**src/rtl/chirp_sample_engine.sv**
```systemverilog
// chirp_sample_engine: generates one LoRa-style chirp of N = 2^SF phase samples.
// Each accepted sample tick emits the current phase and advances it by a
// frequency step that grows (or, with the down-chirp option, shrinks) by one
// per sample.
//
// Optional feature macro: CHIRP_DOWNCHIRP_EN
//   defined     -> adds input i_down; when latched high the step is symbol - k.
//   not defined -> i_down is absent and only up-chirps are produced.
//
// Handshake: i_start is a one-cycle request honoured only in IDLE (and only
// while i_abort is low); i_sample_tick_n is an active-low one-cycle tick that
// is consumed only in RUN; o_sample is qualified by the one-cycle strobe
// o_sample_valid, exactly one cycle after the tick that produced it.
module chirp_sample_engine #(
    parameter int SF = 7
) (
    input  logic          i_clk,
    input  logic          i_rst_n,
    input  logic          i_start,
    input  logic [SF-1:0] i_symbol,
`ifdef CHIRP_DOWNCHIRP_EN
    input  logic          i_down,
`endif
    input  logic          i_abort,
    input  logic          i_sample_tick_n,
    output logic          o_tick_en,
    output logic [SF-1:0] o_sample,
    output logic          o_sample_valid,
    output logic          o_chirp_done,
    output logic          o_busy,
    output logic [1:0]    o_state
);

    typedef enum logic [1:0] {
        S_IDLE = 2'd0,
        S_RUN  = 2'd1,
        S_DONE = 2'd2
    } state_t;

    // Index of the final sample in a chirp (N-1) and a width-matched one.
    localparam logic [SF-1:0] K_LAST = '1;
    localparam logic [SF-1:0] K_ONE  = {{(SF-1){1'b0}}, 1'b1};

    state_t        r_state;
    logic [SF-1:0] r_k;
    logic [SF-1:0] r_phase;
    logic [SF-1:0] r_symbol;
    logic          r_tick_en;
    logic [SF-1:0] r_sample;
    logic          r_sample_valid;
    logic          r_chirp_done;
`ifdef CHIRP_DOWNCHIRP_EN
    logic          r_down;
`endif

    logic          w_tick;
    logic          w_last;
    logic [SF-1:0] w_step;

    assign w_tick = ~i_sample_tick_n;
    assign w_last = (r_k == K_LAST);

    // Frequency step for the current sample; wraps silently at SF bits.
`ifdef CHIRP_DOWNCHIRP_EN
    assign w_step = r_down ? (r_symbol - r_k) : (r_symbol + r_k);
`else
    assign w_step = r_symbol + r_k;
`endif

    // Control FSM with registered outputs, sample index and phase accumulator.
    always_ff @(posedge i_clk) begin
        if (!i_rst_n) begin
            r_state        <= S_IDLE;
            r_k            <= '0;
            r_phase        <= '0;
            r_symbol       <= '0;
            r_tick_en      <= 1'b0;
            r_sample       <= '0;
            r_sample_valid <= 1'b0;
            r_chirp_done   <= 1'b0;
`ifdef CHIRP_DOWNCHIRP_EN
            r_down         <= 1'b0;
`endif
        end else begin
            // Strobes are single-cycle unless re-asserted below.
            r_sample_valid <= 1'b0;
            r_chirp_done   <= 1'b0;
            case (r_state)
                S_IDLE: begin
                    // Abort wins over a simultaneous start.
                    if (i_start && !i_abort) begin
                        r_state   <= S_RUN;
                        r_symbol  <= i_symbol;
`ifdef CHIRP_DOWNCHIRP_EN
                        r_down    <= i_down;
`endif
                        r_k       <= '0;
                        r_phase   <= '0;
                        r_tick_en <= 1'b1;
                    end
                end
                S_RUN: begin
                    if (i_abort) begin
                        // Any tick in this cycle is dropped with the chirp.
                        r_state   <= S_IDLE;
                        r_tick_en <= 1'b0;
                        r_k       <= '0;
                        r_phase   <= '0;
                    end else if (w_tick) begin
                        r_sample       <= r_phase;
                        r_sample_valid <= 1'b1;
                        r_phase        <= r_phase + w_step;
                        r_k            <= r_k + K_ONE;
                        if (w_last) begin
                            r_tick_en <= 1'b0;
                            r_state   <= S_DONE;
                        end
                    end
                end
                S_DONE: begin
                    // Done pulse lands the cycle after the last valid, so the
                    // two strobes never overlap. An abort here suppresses it.
                    r_state      <= S_IDLE;
                    r_chirp_done <= ~i_abort;
                end
                default: begin
                    r_state   <= S_IDLE;
                    r_tick_en <= 1'b0;
                end
            endcase
        end
    end

    assign o_tick_en      = r_tick_en;
    assign o_sample       = r_sample;
    assign o_sample_valid = r_sample_valid;
    assign o_chirp_done   = r_chirp_done;
    assign o_busy         = (r_state != S_IDLE);
    assign o_state        = r_state;

endmodule

```
**config.mk**
```make
export PLATFORM = sky130hd
export DESIGN_NAME = chirp_sample_engine
export DESIGN_NICKNAME = d
export VERILOG_FILES = /design/src/rtl/chirp_sample_engine.sv
export SDC_FILE = /design/constraint.sdc
export NUM_CORES = 1
export LEC_CHECK = 0
export ABC_AREA = 0
export CAP_MARGIN = 20
export CORE_UTILIZATION = 57
export DETAILED_ROUTE_END_ITERATION = 16
export PLACE_DENSITY = 0.9
export SLEW_MARGIN = 30
export SYNTH_ARGS = -nofsm -noshare
export SYNTH_HDL_FRONTEND = slang
export SYNTH_SLANG_ARGS = --single-unit
```
**constraint.sdc**
```tcl
create_clock -name i_clk -period 4.4 [get_ports i_clk]
set_input_delay 0.66 -clock i_clk [delete_from_list [all_inputs] [get_ports i_clk]]
set_output_delay 0.66 -clock i_clk [all_outputs]
set_load 0.03 [all_outputs]
```
# [Word level (Yosys, flattened, before mapping)]
# Index checks and enable logic that the tools add are counted.
# W data, S select, Z words.
[classes] add_sub_neg=3 n_eq_ne=6 n_mux=18 bitwise_logic=5 reduce_logical=12
[ops] cell="$mux W7" count=5
[ops] cell="$pmux W7 S2" count=2
[ops] cell="$add A7 B7 Y7" count=2
[ops] cell="$reduce_and A3 Y1" count=3
[ops] cell="$mux W2" count=4
[ops] cell="$add A7 B1 Y7 const B" count=1
[ops] cell="$eq A7 B7 Y1 const B" count=1
[ops] cell="$ne A3 B3 Y1 const B" count=2
[ops] cell="$mux W1" count=5
[ops] cell="$not A1 Y1" count=5
[ops] cell="$pmux W2 S2" count=1
[ops] cell="$reduce_and A2 Y1" count=2
[ops] cell="$reduce_and A4 Y1" count=1
[ops] cell="$reduce_bool A2 Y1" count=2
[ops] cell="$pmux W1 S3" count=1
[ops] cell="$reduce_or A3 Y1" count=1
[ops] cell="$eq A2 B1 Y1 const B" count=1
[ops] cell="$eq A2 B2 Y1 const B" count=1
[ops] cell="$logic_not A2 Y1" count=1
[ops] cell="$ne A2 B2 Y1 const B" count=1
[ops] cell="$logic_and A1 B1 Y1" count=1
[ops] cell="$logic_not A1 Y1" count=1
[word_totals] regBits=33 in_bits=12 out_inout_bits=13 wordCells=52

# [Longest topological paths before layout]
[logic_depth] depth_word=5 depth_mapped=9 mapped_depth_nobuf=9

# [Worst setup path after synthesis]
# No wires, ideal clock.
[synth_timing] path_kind="register -> register" startpoint="register r_k[1]" endpoint="register r_phase[3]" setup_ns=0.070 t_arrival_ns=2.208 required_time_ns=4.330 path_slack_ns=2.122 path_stages_with_launch=9 n_path_buf=0 period_less_slack_ns=2.278 cell_sequence="dfxtp_1 -> inv_1 -> fa_1 -> inv_1 -> ha_1 -> fa_1 -> xnor2_1 -> or4_1 -> a21oi_1"
[synth_via] elab_chain_cells=5
[synth_rtl] element="start: declaration" line_no="45" text="logic [SF-1:0] r_k;"
[synth_rtl] element="start signal: assignment" line_no="113" text="r_k <= r_k + K_ONE;"
[synth_rtl] element="$add A7 B7 Y7" line_no="67" text="assign w_step = r_symbol + r_k;"
[synth_rtl] element="$add A7 B7 Y7" line_no="112" text="r_phase <= r_phase + w_step;"
[synth_rtl] element="$mux W7" line_no="109" text="end else if (w_tick) begin"
[synth_rtl] element="$mux W7" line_no="103" text="if (i_abort) begin"
[synth_rtl] element="$pmux W7 S2" line_no="88" text="case (r_state)"
[synth_rtl] element="end signal: assignment" line_no="112"
[synth_rtl] element="end: declaration" line_no="46" text="logic [SF-1:0] r_phase;"
# No other way between the ends. The select of a mux whose other input is x is not followed.
# A chain may end at the register's enable or synchronous reset.

# [Worst setup path in the final report]
[layout_timing] startpoint="register r_state[1] (netlist: o_state[1])" endpoint="output o_busy"
[layout_via] elab_chain_cells=1
[layout_rtl] element="start: declaration" line_no="44" text="state_t r_state;"
[layout_rtl] element="start signal: assignment" line_no="73" text="r_state <= S_IDLE;"
[layout_rtl] element="start signal: assignment" line_no="92" text="r_state <= S_RUN;"
[layout_rtl] element="start signal: assignment" line_no="105" text="r_state <= S_IDLE;"
[layout_rtl] element="$reduce_bool A2 Y1" line_no="138" text="assign o_busy = (r_state != S_IDLE);"
[layout_rtl] element="end: declaration" line_no="30" text="output logic o_busy,"
# No other way between the ends.

==> results.md <==
Outcome:
- The flow ran to the end, and the final reports show no timing, DRC or antenna violations.

Synthesis:
- The number of distinct library cell variants in the gate-level netlist after synthesis is 32.
- The multiplexer area fraction after synthesis is 0.595%.
- After synthesis, the mean cell area works out to 8.58 um2.
- The instance count of the mapped netlist is 196.
- The most used flip-flop cell after synthesis is sky130_fd_sc_hd__dfxtp_1.
- Synthesis produced a netlist with a net count of 221.
- The synthesized-area fraction occupied by ao, oa, aoi and oai cells is 19.0%.
- By area, the combinational part of the netlist is dominated by simple AND/OR/NAND/NOR gates.
- During synthesis, Yosys emitted a total of 0 warnings.
- The most common cell in the synthesized netlist is sky130_fd_sc_hd__nand2_1.
- Summing the areas of all xor and xnor instances in the mapped netlist gives 2.60% of the synthesized area.
- After synthesis, flip-flops and latches occupy 39.3% of the total area.
- Sorting the synthesized cells by area gives the leading types as sky130_fd_sc_hd__dfxtp_1, sky130_fd_sc_hd__a21oi_1, sky130_fd_sc_hd__nand2_1, sky130_fd_sc_hd__fa_1, sky130_fd_sc_hd__ha_1.
- Summing every instance area after synthesis gives 1680 um2.
- The share of Yosys cell area claimed by the top area cell type is 39.3%.
- The cell type with the largest total area after synthesis is sky130_fd_sc_hd__dfxtp_1.
- The synthesized-area fraction occupied by adder cells is 12.8%.
- The area fraction in and, or, nand and nor cells after synthesis is 21.3%.
- The number of synthesized flops with an enable pin is 0.
- For this run, asynchronously set or reset flops after synthesis account for 0%.
- After synthesis, the most frequently instantiated cells are sky130_fd_sc_hd__nand2_1, sky130_fd_sc_hd__dfxtp_1, sky130_fd_sc_hd__a21oi_1.
- The register bit count reported by yosys is 33.

Timing:
- The final critical delay including setup and external delays is 2.83 ns.
- For the pin with the worst max-slew slack, the measured transition is 0.929 ns.
- The tightest hold margin is 0.459 ns.
- The final hold violation count is 0.
- For the final routed database, the setup TNS stands at 0 ns.
- The part of the cycle the worst path needs is 64.3%.
- The number of setup violations in the final report is 0.
- Measured against its own limit, the worst slew margin works out to 38.0%.
- Setup repair after global routing left no endpoint under its margin.
- Between clock sinks in the finished design, the worst skew comes to 0.0171 ns.
- The final-report max-slew violation count was 0.
- Based on the critical path, the design can be clocked at up to 353 MHz.

Cells and area:
- Cells with a size suffix above 1 make up 6.39% of the layout.
- Excluding fillers, the count of instances in the completed layout stands at 250.
- The repair_antennas step left the layout with diodes totalling 0.
- The number of inserted filler cells in the final layout is 218.
- The area overhead of the layout relative to synthesis is 19.6%.
- After routing the design area is 2010 um2.
- The final layout net count is 243.

Global routing:
- The largest net degree at the start of global routing is 33.
- The initial antenna violation count is 0.
- The global-route usage over all layers is 25.3%.
- For this run the aggregate overflow at the end of global routing stands at 0.
- The first global-routing pass estimated 6240 um of wire.
- The number of global-route vias before repair is 1511.

Critical path:
- The critical path in this run is classified as reg -> out.
- Data on the critical path arrives at its endpoint at 2.17 ns.
- The data required time of the critical path is 3.74 ns.
- STA classifies the critical path endpoint as an output port.
- The launching element type of the critical path is a flip-flop.
- The highest net fanout along the worst path is 32.

Hold path:
- The worst hold path class is reg -> reg.

Placed design:
- Summing all placed instances gives a cell area of 1930 um2.
- Routability-driven placement finished with a final weighted congestion of 0.912.
- The number of input and output port buffers inserted is 24.
- Once detailed placement completed, the half-perimeter wirelength came to 2560 um.
- Once placement completed, the tool counted placed cells totaling 242.

Route:
- In the final routed layout, each cell accounts on average for 14.6 um.
- The count of nets left with antenna violations once routing finished came out at 0.
- Before antenna repair, the detailed router went through 4 iterations.
- The routed layout has 1499 vias.
- The overall routed net length is 3650 um.
- For this block, the initial DRC count from the detailed router was 43.
- The post-detailed-route DRC marker count is 0.
- In the routed layout, each cell is associated on average with a via count of 6.00.

Power and ir drop:
- The reported net switching power is 0.000135 W.
- Internal power comes to 0.000462 W.
- Power spread over the standard cell area amounts to 296 nW/um2.
- The share of total power dissipated in the clock network is 39.6%.
- The fraction of power consumed by combinational cells is 8.9%.
- The fraction of power spent switching nets is 22.6%.
- The static leakage is 0.769 nW.
- Summing internal, switching and leakage power gives 0.000597 W.
- VDD sags by at most 0.287 mV.
- The share of total power dissipated in sequential elements is 51.5%.

CTS:
- After clock tree synthesis, the clock-pin slew on the worst setup and hold paths is 0.10 ns.
- The clock latency of the later-clocked register in the worst-skew pair is 0.33 ns.
- The root cell of the clock tree is sky130_fd_sc_hd__clkbuf_4.
- CTS saw 33 sinks.
- The number of gates resized after CTS is 0.
- For this design, the CTS-stage hold fixing added 0 buffers.
- The number of buffers inserted during clock tree synthesis is 5.
- The clock tree from TritonCTS is done.
- Post-CTS timing repair inserted 0 buffers for setup.
- The number of levels the H-tree was split into is 2.
- The maximum clock insertion buffer count is 2.

Floorplanning:
- The floorplan step defined a die boundary enclosing 3170 um2.
- The overall die height is 56.3 um.
- Row generation in the floorplan step produced 19 rows.
- The overall die width is 56.3 um.
- In this run the count of I/O pins placed on the die edge is 25.
- Once the floorplan was initialized, standard cells occupied 60.5% of the core.
- In this run the standard cell core region covers 2780 um2.

Run:
- The max-cap check violation count is 0.
## per-layer routing
metal	global-route usage (%)	share of wire, %
met5	0	0
met4	12.2	2.1
met3	5.30	6.9
met2	42.7	50
met1	30.7	41
## cell type report
type	instances	area [um2]	share of cell area, %
Clock buffer	7	55.1	2.74
Tap cell	31	38.8	1.93
Clock inverter	1	30.0	1.49
Multi-Input combinational cell	145	950	47.2
Timing Repair Buffer	25	248	12.3
Sequential cell	33	661	32.8
Inverter	8	30.0	1.49
## final timing paths
path	from	to	slack (ns)	depth (start not counted)
worst min register to register	o_sample[4]$_SDFFE_PN0P_	o_sample[4]$_SDFFE_PN0P_	0.46	2
worst min-delay path	o_sample[4]$_SDFFE_PN0P_	o_sample[4]$_SDFFE_PN0P_	0.46	2
worst max-delay path	o_state[1]$_SDFFE_PN0P_	o_busy	1.57	2
worst max register to register	r_k[1]$_SDFFE_PN0P_	r_phase[3]$_SDFFE_PN0P_	1.95	8
## flip-flops by register name (all words and copies together) (netlist names)
register / cells
o_sample_valid: 1
r_k: 7
o_state: 2
o_chirp_done: 1
o_tick_en: 1
r_phase: 7
o_sample: 7
r_symbol: 7
## through the flow
stage	utilization, %	worst slack (ns)
after floorplan	-	2.12
after global placement	69.1	1.61
after detailed placement	69.3	1.73
after CTS	72.3	1.59
after global routing	72.3	1.48
final	72.3	1.57
## cell usage in the layout, fill, tap and decap left out, types with 3 or more instances in the layout
master,Yosys,final
sky130_fd_sc_hd__nand2b_1,4,4
sky130_fd_sc_hd__or4_1,5,5
sky130_fd_sc_hd__xnor2_1,3,3
sky130_fd_sc_hd__a21o_1,3,3
sky130_fd_sc_hd__dfxtp_1,33,33
sky130_fd_sc_hd__a21oi_1,30,30
sky130_fd_sc_hd__o211ai_1,4,4
sky130_fd_sc_hd__fa_1,7,7
sky130_fd_sc_hd__clkbuf_4,0,5
sky130_fd_sc_hd__o21ai_0,10,10
sky130_fd_sc_hd__clkdlybuf4s50_1,0,24
sky130_fd_sc_hd__nand2_1,38,38
sky130_fd_sc_hd__ha_1,6,6
sky130_fd_sc_hd__nor2_1,3,3
sky130_fd_sc_hd__o31ai_1,4,4
sky130_fd_sc_hd__or3_1,4,4
sky130_fd_sc_hd__nand3_1,6,6
sky130_fd_sc_hd__inv_1,8,8
## critical path, cell delays in order (launching register included)
cell	delay, ns
sky130_fd_sc_hd__dfxtp_1	0.95
sky130_fd_sc_hd__or2_2	0.23
sky130_fd_sc_hd__clkdlybuf4s50_1	0.66
## power groups by stage
stage                     combinational [W]  sequential, W  clock, W
final                             0.0000533       0.000307  0.000236
after global routing              0.0000596       0.000308  0.000249
after CTS                         0.0000532       0.000307  0.000238
after detailed placement          0.0000528       0.000314         0
after global placement            0.0000504       0.000314         0
after floorplan                   0.0000305       0.000316         0
## kinds of logic after synthesis
group | count (synthesis)
simple gates | 71
compound gates | 55
flops | 33
buf+inv | 18
fa+ha+maj | 13
xor+xnor | 5
mux | 1
Note: power is estimated with default switching activity, not from simulation.
